**src/rtl/traffic_pkg.sv**
```systemverilog
// Shared definitions for the traffic phase controller.
//   phase_t    : phase encoding GREEN=0, YELLOW=1, ALLRED=2, WALK=3
//   dir_width(): width of an approach index, max(1, clog2(n))
package traffic_pkg;

    typedef enum logic [1:0] {
        PH_GREEN  = 2'd0,
        PH_YELLOW = 2'd1,
        PH_ALLRED = 2'd2,
        PH_WALK   = 2'd3
    } phase_t;

    function automatic int dir_width(input int n);
        return (n > 1) ? $clog2(n) : 1;
    endfunction

endpackage

```
**src/rtl/traffic_rr_pick.sv**
```systemverilog
// Combinational cyclic-priority picker for the next approach to serve.
//   veh_pend : latched per-approach vehicle requests
//   dir      : approach currently (or most recently) served
//   next_dir : SKIP_EMPTY=0 -> (dir+1) mod NUM_DIR
//              SKIP_EMPTY=1 -> first pending approach in the order
//                              dir+1, dir+2, ..., dir (current one last);
//                              (dir+1) mod NUM_DIR when nothing is pending
module traffic_rr_pick #(
    parameter int NUM_DIR    = 2,
    parameter int DIR_W      = 1,
    parameter bit SKIP_EMPTY = 1'b0
) (
    input  logic [NUM_DIR-1:0] veh_pend,
    input  logic [DIR_W-1:0]   dir,
    output logic [DIR_W-1:0]   next_dir
);

    logic [15:0] vp16;
    logic [3:0]  cand;
    logic        found;

    always_comb begin
        vp16     = 16'(veh_pend);
        cand     = 4'd0;
        found    = 1'b0;
        next_dir = DIR_W'((int'(dir) + 1) % NUM_DIR);
        if (SKIP_EMPTY) begin
            // Offsets 1..NUM_DIR: offset NUM_DIR wraps back to dir itself,
            // so the current approach is only picked if nothing else waits.
            for (int i = 1; i <= NUM_DIR; i++) begin
                cand = 4'((int'(dir) + i) % NUM_DIR);
                if (!found && vp16[cand]) begin
                    found    = 1'b1;
                    next_dir = DIR_W'(cand);
                end
            end
        end
    end

endmodule

```
**src/rtl/traffic_phase_ctrl.sv**
```systemverilog
// N-approach traffic signal controller: GREEN -> YELLOW -> ALLRED per
// approach, with a latched pedestrian WALK phase after ALLRED, optional
// skipping of idle approaches and a run/freeze enable.
//   clk, rst   : clock, synchronous active-high reset (overrides en)
//   en         : 1 = run, 0 = freeze every register (requests not latched)
//   veh_req    : per-approach vehicle sensors (synchronised)
//   ped_req    : pedestrian button (synchronised, a pulse suffices)
//   green      : one-hot, active approach during GREEN
//   yellow     : one-hot, active approach during YELLOW
//   red        : ~(green | yellow)
//   walk       : 1 during WALK only
//   phase      : current phase code (traffic_pkg::phase_t)
//   active_dir : active approach index
// Handshake: none; requests are level inputs latched into sticky pending
// bits while en=1 and consumed when served.
module traffic_phase_ctrl
    import traffic_pkg::*;
#(
    parameter int NUM_DIR    = 2,
    parameter int GREEN_CYC  = 8,
    parameter int YELLOW_CYC = 2,
    parameter int ALLRED_CYC = 1,
    parameter int WALK_CYC   = 4,
    parameter bit SKIP_EMPTY = 1'b0,
    parameter int CNT_W      = 8,
    localparam int DIR_W     = dir_width(NUM_DIR)
) (
    input  logic               clk,
    input  logic               rst,
    input  logic               en,
    input  logic [NUM_DIR-1:0] veh_req,
    input  logic               ped_req,
    output logic [NUM_DIR-1:0] green,
    output logic [NUM_DIR-1:0] yellow,
    output logic [NUM_DIR-1:0] red,
    output logic               walk,
    output logic [1:0]         phase,
    output logic [DIR_W-1:0]   active_dir
);

    localparam longint CNT_SPAN = longint'(1) << CNT_W;

    if (NUM_DIR < 2 || NUM_DIR > 8) begin : g_bad_num_dir
        $error("traffic_phase_ctrl: NUM_DIR must be in 2..8");
    end
    if (GREEN_CYC < 1 || GREEN_CYC > CNT_SPAN || YELLOW_CYC < 1 || YELLOW_CYC > CNT_SPAN ||
        ALLRED_CYC < 1 || ALLRED_CYC > CNT_SPAN || WALK_CYC < 1 || WALK_CYC > CNT_SPAN) begin : g_bad_cyc
        $error("traffic_phase_ctrl: every *_CYC must be in 1..2**CNT_W");
    end

    // Terminal counts; a duration of 2**CNT_W wraps to all-ones, which is
    // exactly the last value the counter reaches.
    localparam logic [CNT_W-1:0] G_LAST = CNT_W'(GREEN_CYC - 1);
    localparam logic [CNT_W-1:0] Y_LAST = CNT_W'(YELLOW_CYC - 1);
    localparam logic [CNT_W-1:0] A_LAST = CNT_W'(ALLRED_CYC - 1);
    localparam logic [CNT_W-1:0] W_LAST = CNT_W'(WALK_CYC - 1);

    function automatic logic [NUM_DIR-1:0] dir_mask(input logic [DIR_W-1:0] d);
        return {{(NUM_DIR-1){1'b0}}, 1'b1} << d;
    endfunction

    phase_t             phase_q, phase_n;
    logic [DIR_W-1:0]   dir_q, dir_n, next_dir;
    logic [CNT_W-1:0]   cnt_q, cnt_n, cnt_last;
    logic               ped_pend, ped_n;
    logic [NUM_DIR-1:0] veh_pend, veh_n;
    logic [NUM_DIR-1:0] green_n, yellow_n;

    traffic_rr_pick #(
        .NUM_DIR   (NUM_DIR),
        .DIR_W     (DIR_W),
        .SKIP_EMPTY(SKIP_EMPTY)
    ) u_pick (
        .veh_pend(veh_pend),
        .dir     (dir_q),
        .next_dir(next_dir)
    );

    always_comb begin
        unique case (phase_q)
            PH_GREEN:  cnt_last = G_LAST;
            PH_YELLOW: cnt_last = Y_LAST;
            PH_ALLRED: cnt_last = A_LAST;
            PH_WALK:   cnt_last = W_LAST;
        endcase
    end

    always_comb begin
        phase_n = phase_q;
        dir_n   = dir_q;
        cnt_n   = cnt_q;
        ped_n   = ped_pend;
        veh_n   = veh_pend;
        if (en) begin
            veh_n = veh_pend | veh_req;
            ped_n = ped_pend | ped_req;
            if (cnt_q == cnt_last) begin
                cnt_n = '0;
                unique case (phase_q)
                    PH_GREEN:  phase_n = PH_YELLOW;
                    PH_YELLOW: phase_n = PH_ALLRED;
                    PH_ALLRED: begin
                        if (ped_pend) begin
                            phase_n = PH_WALK;
                            ped_n   = 1'b0;          // clear beats a same-cycle press
                        end else begin
                            phase_n = PH_GREEN;
                            dir_n   = next_dir;
                            veh_n   = veh_n & ~dir_mask(next_dir);
                        end
                    end
                    PH_WALK: begin                   // no second ALLRED after WALK
                        phase_n = PH_GREEN;
                        dir_n   = next_dir;
                        veh_n   = veh_n & ~dir_mask(next_dir);
                    end
                endcase
            end else begin
                cnt_n = cnt_q + CNT_W'(1);
            end
        end
        green_n  = (phase_n == PH_GREEN)  ? dir_mask(dir_n) : '0;
        yellow_n = (phase_n == PH_YELLOW) ? dir_mask(dir_n) : '0;
    end

    // Lamp outputs are registered from the next-state decode so they change
    // on the same edge as phase/dir and never see the inputs combinationally.
    always_ff @(posedge clk) begin
        if (rst) begin
            phase_q  <= PH_GREEN;
            dir_q    <= '0;
            cnt_q    <= '0;
            ped_pend <= 1'b0;
            veh_pend <= '0;
            green    <= {{(NUM_DIR-1){1'b0}}, 1'b1};
            yellow   <= '0;
            red      <= ~{{(NUM_DIR-1){1'b0}}, 1'b1};
            walk     <= 1'b0;
        end else begin
            phase_q  <= phase_n;
            dir_q    <= dir_n;
            cnt_q    <= cnt_n;
            ped_pend <= ped_n;
            veh_pend <= veh_n;
            green    <= green_n;
            yellow   <= yellow_n;
            red      <= ~(green_n | yellow_n);
            walk     <= (phase_n == PH_WALK);
        end
    end

    assign phase      = phase_q;
    assign active_dir = dir_q;

endmodule

```
**config.mk**
```make
export PLATFORM = sky130hd
export DESIGN_NAME = traffic_phase_ctrl
export DESIGN_NICKNAME = d
export VERILOG_FILES = /design/src/rtl/traffic_pkg.sv /design/src/rtl/traffic_rr_pick.sv /design/src/rtl/traffic_phase_ctrl.sv
export SDC_FILE = /design/constraint.sdc
export NUM_CORES = 1
export LEC_CHECK = 0
export ABC_CLOCK_PERIOD_IN_PS = 1950
export BUFFER_PORTS_ARGS = -buffer_cell sky130_fd_sc_hd__buf_4
export CAP_MARGIN = 10
export CORE_MARGIN = 1
export CORE_UTILIZATION = 47
export CTS_BUF_LIST = sky130_fd_sc_hd__clkbuf_4 sky130_fd_sc_hd__clkbuf_8 sky130_fd_sc_hd__clkbuf_16
export DETAILED_ROUTE_END_ITERATION = 10
export PLACE_DENSITY_LB_ADDON = 0.08
export SYNTH_ARGS = -nofsm -noshare
export SYNTH_HDL_FRONTEND = slang
export SYNTH_SLANG_ARGS = --single-unit
export TNS_END_PERCENT = 50
```
**constraint.sdc**
```tcl
create_clock -name clk -period 1.95 [get_ports clk]
set_input_delay 0.2925 -clock clk [delete_from_list [all_inputs] [get_ports clk]]
set_output_delay 0.2925 -clock clk [all_outputs]
set_load 0.005 [all_outputs]
```
* Word-level counts from Yosys, hierarchy flattened
Cells that the tools add are included.
** Word-level totals
- Output and inout port bits :: 10
- Word-level logic and storage cells :: 37
- Register bits after elaboration :: 19
- Bits of input ports :: 6
** Operators by class
- Add/sub/neg operators :: 2
- Bitwise gates (word level) :: 3
- Eq/ne operators :: 6
- Muxes and demuxes :: 15
- Shifts and indexed selects :: 1
- Reduce and logical (&&, ||, !) cells :: 2
** Operators with widths (count)
- $pmux W8 S4 :: 1
- $mux W2 :: 5
- $add A8 B1 Y8 const B :: 1
- $eq A8 B8 Y1 :: 1
- $mux W8 :: 1
- $pmux W2 S4 :: 1
- $eq A2 B2 Y1 const B :: 3
- $mux W1 :: 6
- $eq A2 B1 Y1 const B :: 2
- $logic_not A2 Y1 :: 2
- $not A2 Y2 :: 1
- $or A2 B2 Y2 :: 1
- $pmux W1 S2 :: 1
- $shl A1 B1 Y2 const A :: 1
- $add A1 B1 Y1 const B :: 1
- $or A1 B1 Y1 :: 1

* Longest topological paths before layout
Gate-level depths: netlist (run 1).
- Word-level depth :: 9
- Gate-level depth with buffers :: 9
- Gate-level depth less buffers :: 7

* By module
A second synthesis (run 1) with hierarchy kept.
** Unflattened totals
- Cell total of the unflattened synthesis :: 93
- Area total of the unflattened synthesis :: 915.9 um^2
** Modules (own cells, without submodules)
- traffic_phase_ctrl :: instances 1, cells each 92, area an instance 912.1 um^2, sequential area each 420.4 um^2
- traffic_rr_pick :: instances 1, cells each 1, area an instance 3.8 um^2, sequential area each 0.0 um^2

* Worst setup path before layout (run 1)
No wires, ideal clock.
- Path type :: register to register
- From :: register phase_q[0] (netlist: phase[0])
- To :: register red[1]
- Stages on the path, launching flop included :: 9
- Data arrival time :: 1.818 ns
- Slack :: 0.015 ns
- Buffers on the path :: 1
- Data required time :: 1.833 ns
- Clock period less this slack :: 1.935 ns
- Setup time :: 0.117 ns
- Path through :: dfxtp_1 > inv_1 > ha_1 > xnor2_1 > nor3_4 > and2_1 > buf_4 > a311o_2 > nand2b_1
** Between the ends
- Longest elaborated chain between the ends :: 9
- Elaborated cells on any way between the ends :: 19
- Classes of those cells :: eq/ne (5); shift (1); mux (9); bitwise (2); reduce/logical (2)
** RTL lines
- start, declared :: line traffic_phase_ctrl.sv:62 : phase_t phase_q, phase_n;
- start signal, assigned :: line traffic_phase_ctrl.sv:140 : phase_q <= phase_n;
- $eq A2 B2 Y1, or another cell as far along :: line traffic_phase_ctrl.sv:80, traffic_phase_ctrl.sv:99
- $pmux W8 S4 :: line traffic_phase_ctrl.sv:80 : unique case (phase_q)
- $eq A8 B8 Y1 :: line traffic_phase_ctrl.sv:97 : if (cnt_q == cnt_last) begin
- $mux W2 / $mux W1 (equally long branches) :: line traffic_phase_ctrl.sv:97
- $mux W2 / $mux W1 (equally long branches) :: line traffic_phase_ctrl.sv:94 : if (en) begin
- $eq A2 B1 Y1, or another cell as far along :: line traffic_phase_ctrl.sv:123 : yellow_n = (phase_n == PH_YELLOW) ? dir_mask(dir_n) : '0;
- $mux W2, on equally long branches :: line traffic_phase_ctrl.sv:123, traffic_phase_ctrl.sv:122
- $or A2 B2 Y2 * :: line traffic_phase_ctrl.sv:147 : red <= ~(green_n | yellow_n);
- $not A2 Y2 * :: line traffic_phase_ctrl.sv:147
- end signal, assigned :: line traffic_phase_ctrl.sv:137 : red <= ~{{(NUM_DIR-1){1'b0}}, 1'b1};
- end signal, assigned :: line traffic_phase_ctrl.sv:147
- end, declared :: line traffic_phase_ctrl.sv:35 : output logic [NUM_DIR-1:0] red,
Every way passes the cells marked *; elsewhere a longest branch is shown, timed or not. The select of a mux whose other input is x is not followed.
A chain may end at the register's enable or synchronous reset.

* Final worst setup path (run 1)
- From :: register cnt_q[3]
- To :: register yellow[1]
** Between the ends
- Longest elaborated chain between the ends :: 5
- Elaborated cells on any way between the ends :: 8
- Classes of those cells :: eq/ne (2); shift (1); mux (5)
** RTL lines
- start, declared :: line traffic_phase_ctrl.sv:64 : logic [CNT_W-1:0] cnt_q, cnt_n, cnt_last;
- start signal, assigned :: line traffic_phase_ctrl.sv:142 : cnt_q <= cnt_n;
- $eq A8 B8 Y1 * :: line traffic_phase_ctrl.sv:97
- $mux W2 / $mux W1 (equally long branches) :: line traffic_phase_ctrl.sv:97
- $mux W2 / $mux W1 (equally long branches) :: line traffic_phase_ctrl.sv:94
- $eq A2 B1 Y1 / $shl A1 B1 Y2 (equally long branches) :: line traffic_phase_ctrl.sv:123, traffic_phase_ctrl.sv:59
- $mux W2 * :: line traffic_phase_ctrl.sv:123
- end signal, assigned :: line traffic_phase_ctrl.sv:146 : yellow <= yellow_n;
- end, declared :: line traffic_phase_ctrl.sv:34 : output logic [NUM_DIR-1:0] yellow,
Every way passes the cells marked *; elsewhere a longest branch is shown, timed or not.

==> run_results.csv, run 1 <==
group,metric,value,unit
status,status,"finished, final reports clean",
setup_path,path_cells,"or4_4 -> nor3_4 -> and2_2 -> a31o_2 -> nor3b_2",
job,maxCapViolations,0,
setup_path,cpLargestDelayFamily,"simple AND/OR/NAND/NOR gates",
finish,syn_to_final_growth,19.0,%
synth,yosys_warnings,0,
synth,postSynthCellCount,87,
place,portBuffers,13,
global_route,grt_util_all_layers,0.167,
timing,worst_slack,0.0681,ns
finish,drive_above_1_share,0.327,
place,dp_worst_setup_slack,0.0289,ns
timing,rsz0062_at_grt,"yes",
setup_path,path_class,"flip-flop to flip-flop",
routing,dr.pass1.iters,4,
routing,via_count,651,
timing,max_slew.worst_pin.slew,0.254,ns
setup_path,cp.depth,5,
setup_path,cp_slowest_cell,"or4_4",
cts,cts_made_buffers,3,
floorplanning,io_pins,16,
setup_path,crit_arrival,2.11,ns
routing,drt_iter0_markers,10,
cts,clockBufferDepth,2,
place,hpwlAfterDp,1170,µm
cts,htreeDepth,1,
synth,synth-seq-cells,19,
synth,post-synth-top-count-cell,"dfxtp_1",
global_route,grt_pass1_wl,2390,µm
routing,wl,1540,µm
setup_path,critPathLaunch,"cnt_q[3]",
timing,hold_slack,0.204,ns
routing,wl_per_cell,11.9,µm
cts,cts_sinks,19,
finish,nets,116,
setup_path,cp-start-kind,"flip-flop",
global_route,grt_max_degree,11,
synth,synthFlopType,"dfxtp_1",
setup_path,crit_path_max_fanout,8,
global_route,grt_pass1_vias,560,
floorplanning,core_area,1750,µm²
floorplanning,fp.dieArea,2070,µm²
timing,relSlewSlack,0.830,
timing,fin_skew,0.00667,ns
finish,diodes,0,
global_route,antenna_found_initial,0,
hold_path,hold_depth,2,
synth,synth_nets,98,
synth,yosysTopAreaCellShare,0.429,
timing,drv_slew,0,
synth,synth-edff-count,0,
setup_path,required,2.18,ns
floorplanning,initial_core_util,0.508,
routing,post_drt_via_cell_ratio,5.05,
synth,async_flop_share,0,
hold_path,hold_path.class,"input port to flip-flop",
synth,synth_top_area_cell,"dfxtp_1",
timing,period_minus_slack,1.88,ns
routing,drtAntennaViolNets,0,
setup_path,cp-end-kind,"flip-flop",
timing,fmaxAchievable,531,MHz
place,place.gp.congestion,0.788,
synth,avgSynthCellArea,10.2,µm²
power_and_ir_drop,vdd_drop_max,0.000394,V
timing,finalSetupViolCount,0,
power_and_ir_drop,leakagePower,0.448,nW
synth,synth.top_cells.by_area,"dfxtp_1 43%, ha_1 7.1%, xor2_1 6.9%",
power_and_ir_drop,powerDensity,623,nW/µm²
synth,synth_common_cells,"19 x dfxtp_1, 10 x nor2_1, 7 x a21oi_1, 7 x xor2_1, 5 x ha_1",
finish,fin_area,1060,µm²
synth,ys_seq_area_frac,0.429,
setup_path,reg2reg_depth,5,
synth,yosysUniqueCellTypes,31,
setup_path,max_stage_delay,0.55,ns
place,dp.cells,125,
finish,fin_cells,129,
cts,cts-root-buf,"clkbuf_4",
hold_path,worstHoldEndpoint,"red[0]",
setup_path,timing.rr.end,"yellow[1]",
cts,path_clk_slew,0.11,ns
setup_path,reg2reg_slack,0.07,ns
setup_path,crit_buf_inv,0,
global_route,overflow,0,
cts,hold_buffers,0,
cts,clock_latency,0.30,ns
timing,finalSetupTns,0,ns
hold_path,worstHoldStart,"rst",
cts,cts_tree,"done",
floorplanning,die_h,45.4,µm
floorplanning,die_w,45.4,µm
routing,drc,0,
synth,netlist_area,887,µm²
timing,final_hold_viol_count,0,
place,post_dp_cell_area,1010,µm²
timing,period_share,0.965,
setup_path,r2r_start,"cnt_q[3]",
floorplanning,rows,15,
-- cells in the final DEF, fill, tap and decap left out, drive strengths merged, types with 2 or more instances in the layout --
cell	synthesis	routed
a21oi	7	7
a31o	2	2
and3	2	2
buf	3	16
clkbuf	0	4
dfxtp	19	19
ha	5	5
inv	4	4
nand2	4	4
nand4	3	3
nor2	10	10
nor3b	4	4
xnor2	4	4
xor2	7	7
-- state kept, by name, summed over array words and instances (netlist names) --
register,count
cnt_q,8
phase,2
walk,1
green,2
active_dir,1
yellow,2
red,2
ped_pend,1
-- layout make-up --
type                    count  area [µm²]
flip-flops and latches     19         380
well taps                  25        31.3
multi-input cells          61         479
fillers                   165         689
clock buffers               4        30.0
inverters                   4        15.0
repair buffers             16         120
-- per-layer routing --
metal | vias up | GRT usage | share of wire
li1 | 332 | - | -
met1 | 305 | 0.225 | 0.53
met2 | 10 | 0.246 | 0.42
met3 | 4 | 0.0238 | 0.033
met4 | 0 | 0.109 | 0.020
met5 | - | 0 | 0
-- worst max-delay path by stage --
stage | endpoint
final | yellow[1]
after detailed placement | yellow[1]
after global routing | yellow[1]
after global placement | yellow[1]
after floorplan | red[1]
after CTS | yellow[1]
-- power by group --
part	internal, W	switching [W]
sequential	0.000394	0.00000884
clock	0.0000937	0.000119
combinational	0.0000225	0.0000199
-- what timing repair did --
item | CTS | global route
resized for setup | 0 | 3
setup endpoints to repair | 0 | 14
buffers inserted | 0 | 0
hold endpoints to repair | 0 | 0
-- stage by stage --
step	power [W]	utilization
6_report	0.000657	0.605
5_1_grt	0.000686	0.605
3_5_place_dp	0.000452	0.581
2_1_floorplan	0.000439	-
4_1_cts	0.000661	0.599
3_3_place_gp	0.000451	0.581
-- logic make-up after synthesis --
kind of cell | count (synthesis) | share of synthesized area
xor gates and xnor gates | 11 | 0.117
adders and majority gates | 5 | 0.0705
buffers and inverters | 7 | 0.0437
muxes | 1 | 0.0113
and+or+nand+nor | 30 | 0.217
AOI/OAI and AO/OA | 14 | 0.111
DFF | 19 | 0.429
Power figures use the tool's default switching activity.
==> run 2: changes to the inputs <==
- ABC_CLOCK_PERIOD_IN_PS: 1950 -> 1800
- CORE_UTILIZATION: 47 -> 50
- GPL_TIMING_DRIVEN: not set -> 0
- clock period: 1.95 -> 1.8 ns (I/O delays scaled with it)
==> run 2 against run 1 <==
Effect of this change:
- first-iteration DRC count is 60% higher
- largest power group unchanged
- the flow now finishes with violations (setup timing)
- combinational power is 11% higher
- hold slack worse by 0.028 ns
- non-clock buffer count is 3 higher
- setup slack worse by 0.11 ns
==> run_results.csv, run 2 (synthesized netlist as in run 1, its figures left out) <==
group,metric,value,unit
global_route,grt_max_degree,12,
place,dp.cells,115,
finish,diodes,0,
place,portBuffers,12,
routing,post_drt_via_cell_ratio,5.56,
finish,layout_commonest_cell,"buf_4",
routing,drtAntennaViolNets,0,
timing,worst_slack,-0.0394,ns
floorplanning,initial_core_util,0.563,
timing,relSlewSlack,0.766,
routing,drc,0,
routing,wl_per_cell,14.5,µm
cts,cts-root-buf,"clkbuf_4",
cts,clock_latency,0.30,ns
floorplanning,die_h,44.1,µm
floorplanning,rows,14,
place,place.gp.congestion,0.782,
cts,htreeDepth,1,
finish,largest_reg_flops,8,
finish,top_register,"cnt_q",
timing,final_hold_viol_count,0,
global_route,grt_pass1_wl,3040,µm
place,hpwlAfterDp,1200,µm
cts,cts_tree,"done",
hold_path,hold_path.class,"input port to flip-flop",
setup_path,critPathLaunch,"cnt_q[4]",
finish,final_cell_mix,"17 x buf_4, 15 x dfxtp_1, 9 x nor2_1",
job,maxCapViolations,0,
timing,period_share,1.02,
setup_path,cp-start-kind,"flip-flop",
finish,fin_area,1130,µm²
global_route,antenna_found_initial,0,
global_route,grt_util_all_layers,0.212,
setup_path,r2r_start,"cnt_q[4]",
timing,finalSetupViolCount,4,
setup_path,crit_arrival,2.08,ns
place,post_dp_cell_area,1020,µm²
power_and_ir_drop,leakagePower,0.478,nW
hold_path,worstHoldStart,"rst",
routing,wl,1780,µm
timing,hold_slack,0.176,ns
timing,period_minus_slack,1.84,ns
finish,nets,119,
floorplanning,die_w,44.1,µm
global_route,grt_pass1_vias,628,
timing,finalSetupTns,-0.121,ns
finish,fin_cells,123,
cts,clockBufferDepth,2,
timing,fmaxAchievable,544,MHz
timing,drv_slew,0,
finish,syn_to_final_growth,27.1,%
setup_path,required,2.05,ns
cts,cts_made_buffers,3,
floorplanning,io_pins,16,
finish,drive_above_1_share,0.421,
timing,rsz0062_at_grt,"yes",
routing,drt_iter0_markers,16,
floorplanning,fp.dieArea,1950,µm²
timing,max_slew.worst_pin.slew,0.350,ns
status,failed_checks,"setup timing",
setup_path,cp-end-kind,"flip-flop",
global_route,overflow,0,
cts,cts_sinks,19,
setup_path,crit_path_max_fanout,5,
routing,dr.pass1.iters,4,
cts,path_clk_slew,0.11,ns
power_and_ir_drop,powerDensity,624,nW/µm²
routing,via_count,684,
status,status,"complete, but fails checks",
power_and_ir_drop,vdd_drop_max,0.000470,V
timing,fin_skew,0.00755,ns
floorplanning,core_area,1580,µm²
setup_path,path_class,"flip-flop to flip-flop",
[run 2: cell count changes in the layout (fill, tap and decap cells not counted), moves of 2 or more]
cell,change
dfxtp_1,-4
buf_6,+2
dfxtp_2,+2
dfxtp_4,+2
inv_1,-2
inv_2,+2
[run 2: path summary, 6_finish.rpt]
path	endpoint	slack (ns)	cells after the start
max	yellow[0]	-0.04	5
min reg2reg	cnt_q[3]	0.52	2
max reg2reg	yellow[0]	-0.04	5
min	phase[1]	0.18	2
[run 2: report_power, final]
| group | internal [W] | leakage (nW) | switching [W] |
|---|---|---|---|
| Combinational | 0.0000261 | 0.304 | 0.0000208 |
| Sequential | 0.000424 | 0.156 | 0.0000146 |
| Clock | 0.0000829 | 0.0177 | 0.000135 |
| Total | 0.000533 | 0.478 | 0.000171 |
[run 2: routing by layer]
layer | wire length (µm) | track usage | part of all wire | up-vias
li1 | - | - | - | 337
met1 | 864 | 0.300 | 0.48 | 329
met2 | 834 | 0.335 | 0.47 | 15
met3 | 60 | 0.0245 | 0.034 | 3
met4 | 23 | 0.0727 | 0.013 | 0
met5 | 0 | 0 | 0 | -
[run 2: layout make-up]
type | instances | area [µm²]
plain buffers | 2 | 22.5
clock buffers | 3 | 22.5
clock inverters | 1 | 5.00
fillers | 117 | 449
inverters | 4 | 15.0
multi-input cells | 61 | 524
flip-flops and latches | 19 | 390
well taps | 16 | 20.0
repair buffers | 17 | 128
[run 2: critical path, stage by stage, from the launching register on]
cell     delay, ns
dfxtp_2       0.33
or4_4         0.54
nor3_4        0.22
a21oi_2       0.11
a211o_4       0.35
and3b_1       0.22
[run 2: what timing repair did]
action / in CTS / in global routing
pin swaps: 7 / 1
gates cloned: 0 / 0
setup buffers: 5 / 0
hold buffers: 0 / 0
setup endpoints to repair: 16 / 14
gates resized for setup: 11 / 4
[run 2: through the flow]
stage	util	total power [W]	setup slack (ns)
3_5_place_dp	0.647	0.000490	-0.0990
5_1_grt	0.715	0.000734	-0.0820
2_1_floorplan	-	0.000477	0.0179
3_3_place_gp	0.647	0.000488	-0.0743
6_report	0.715	0.000703	-0.0394
4_1_cts	0.710	0.000710	-0.0193
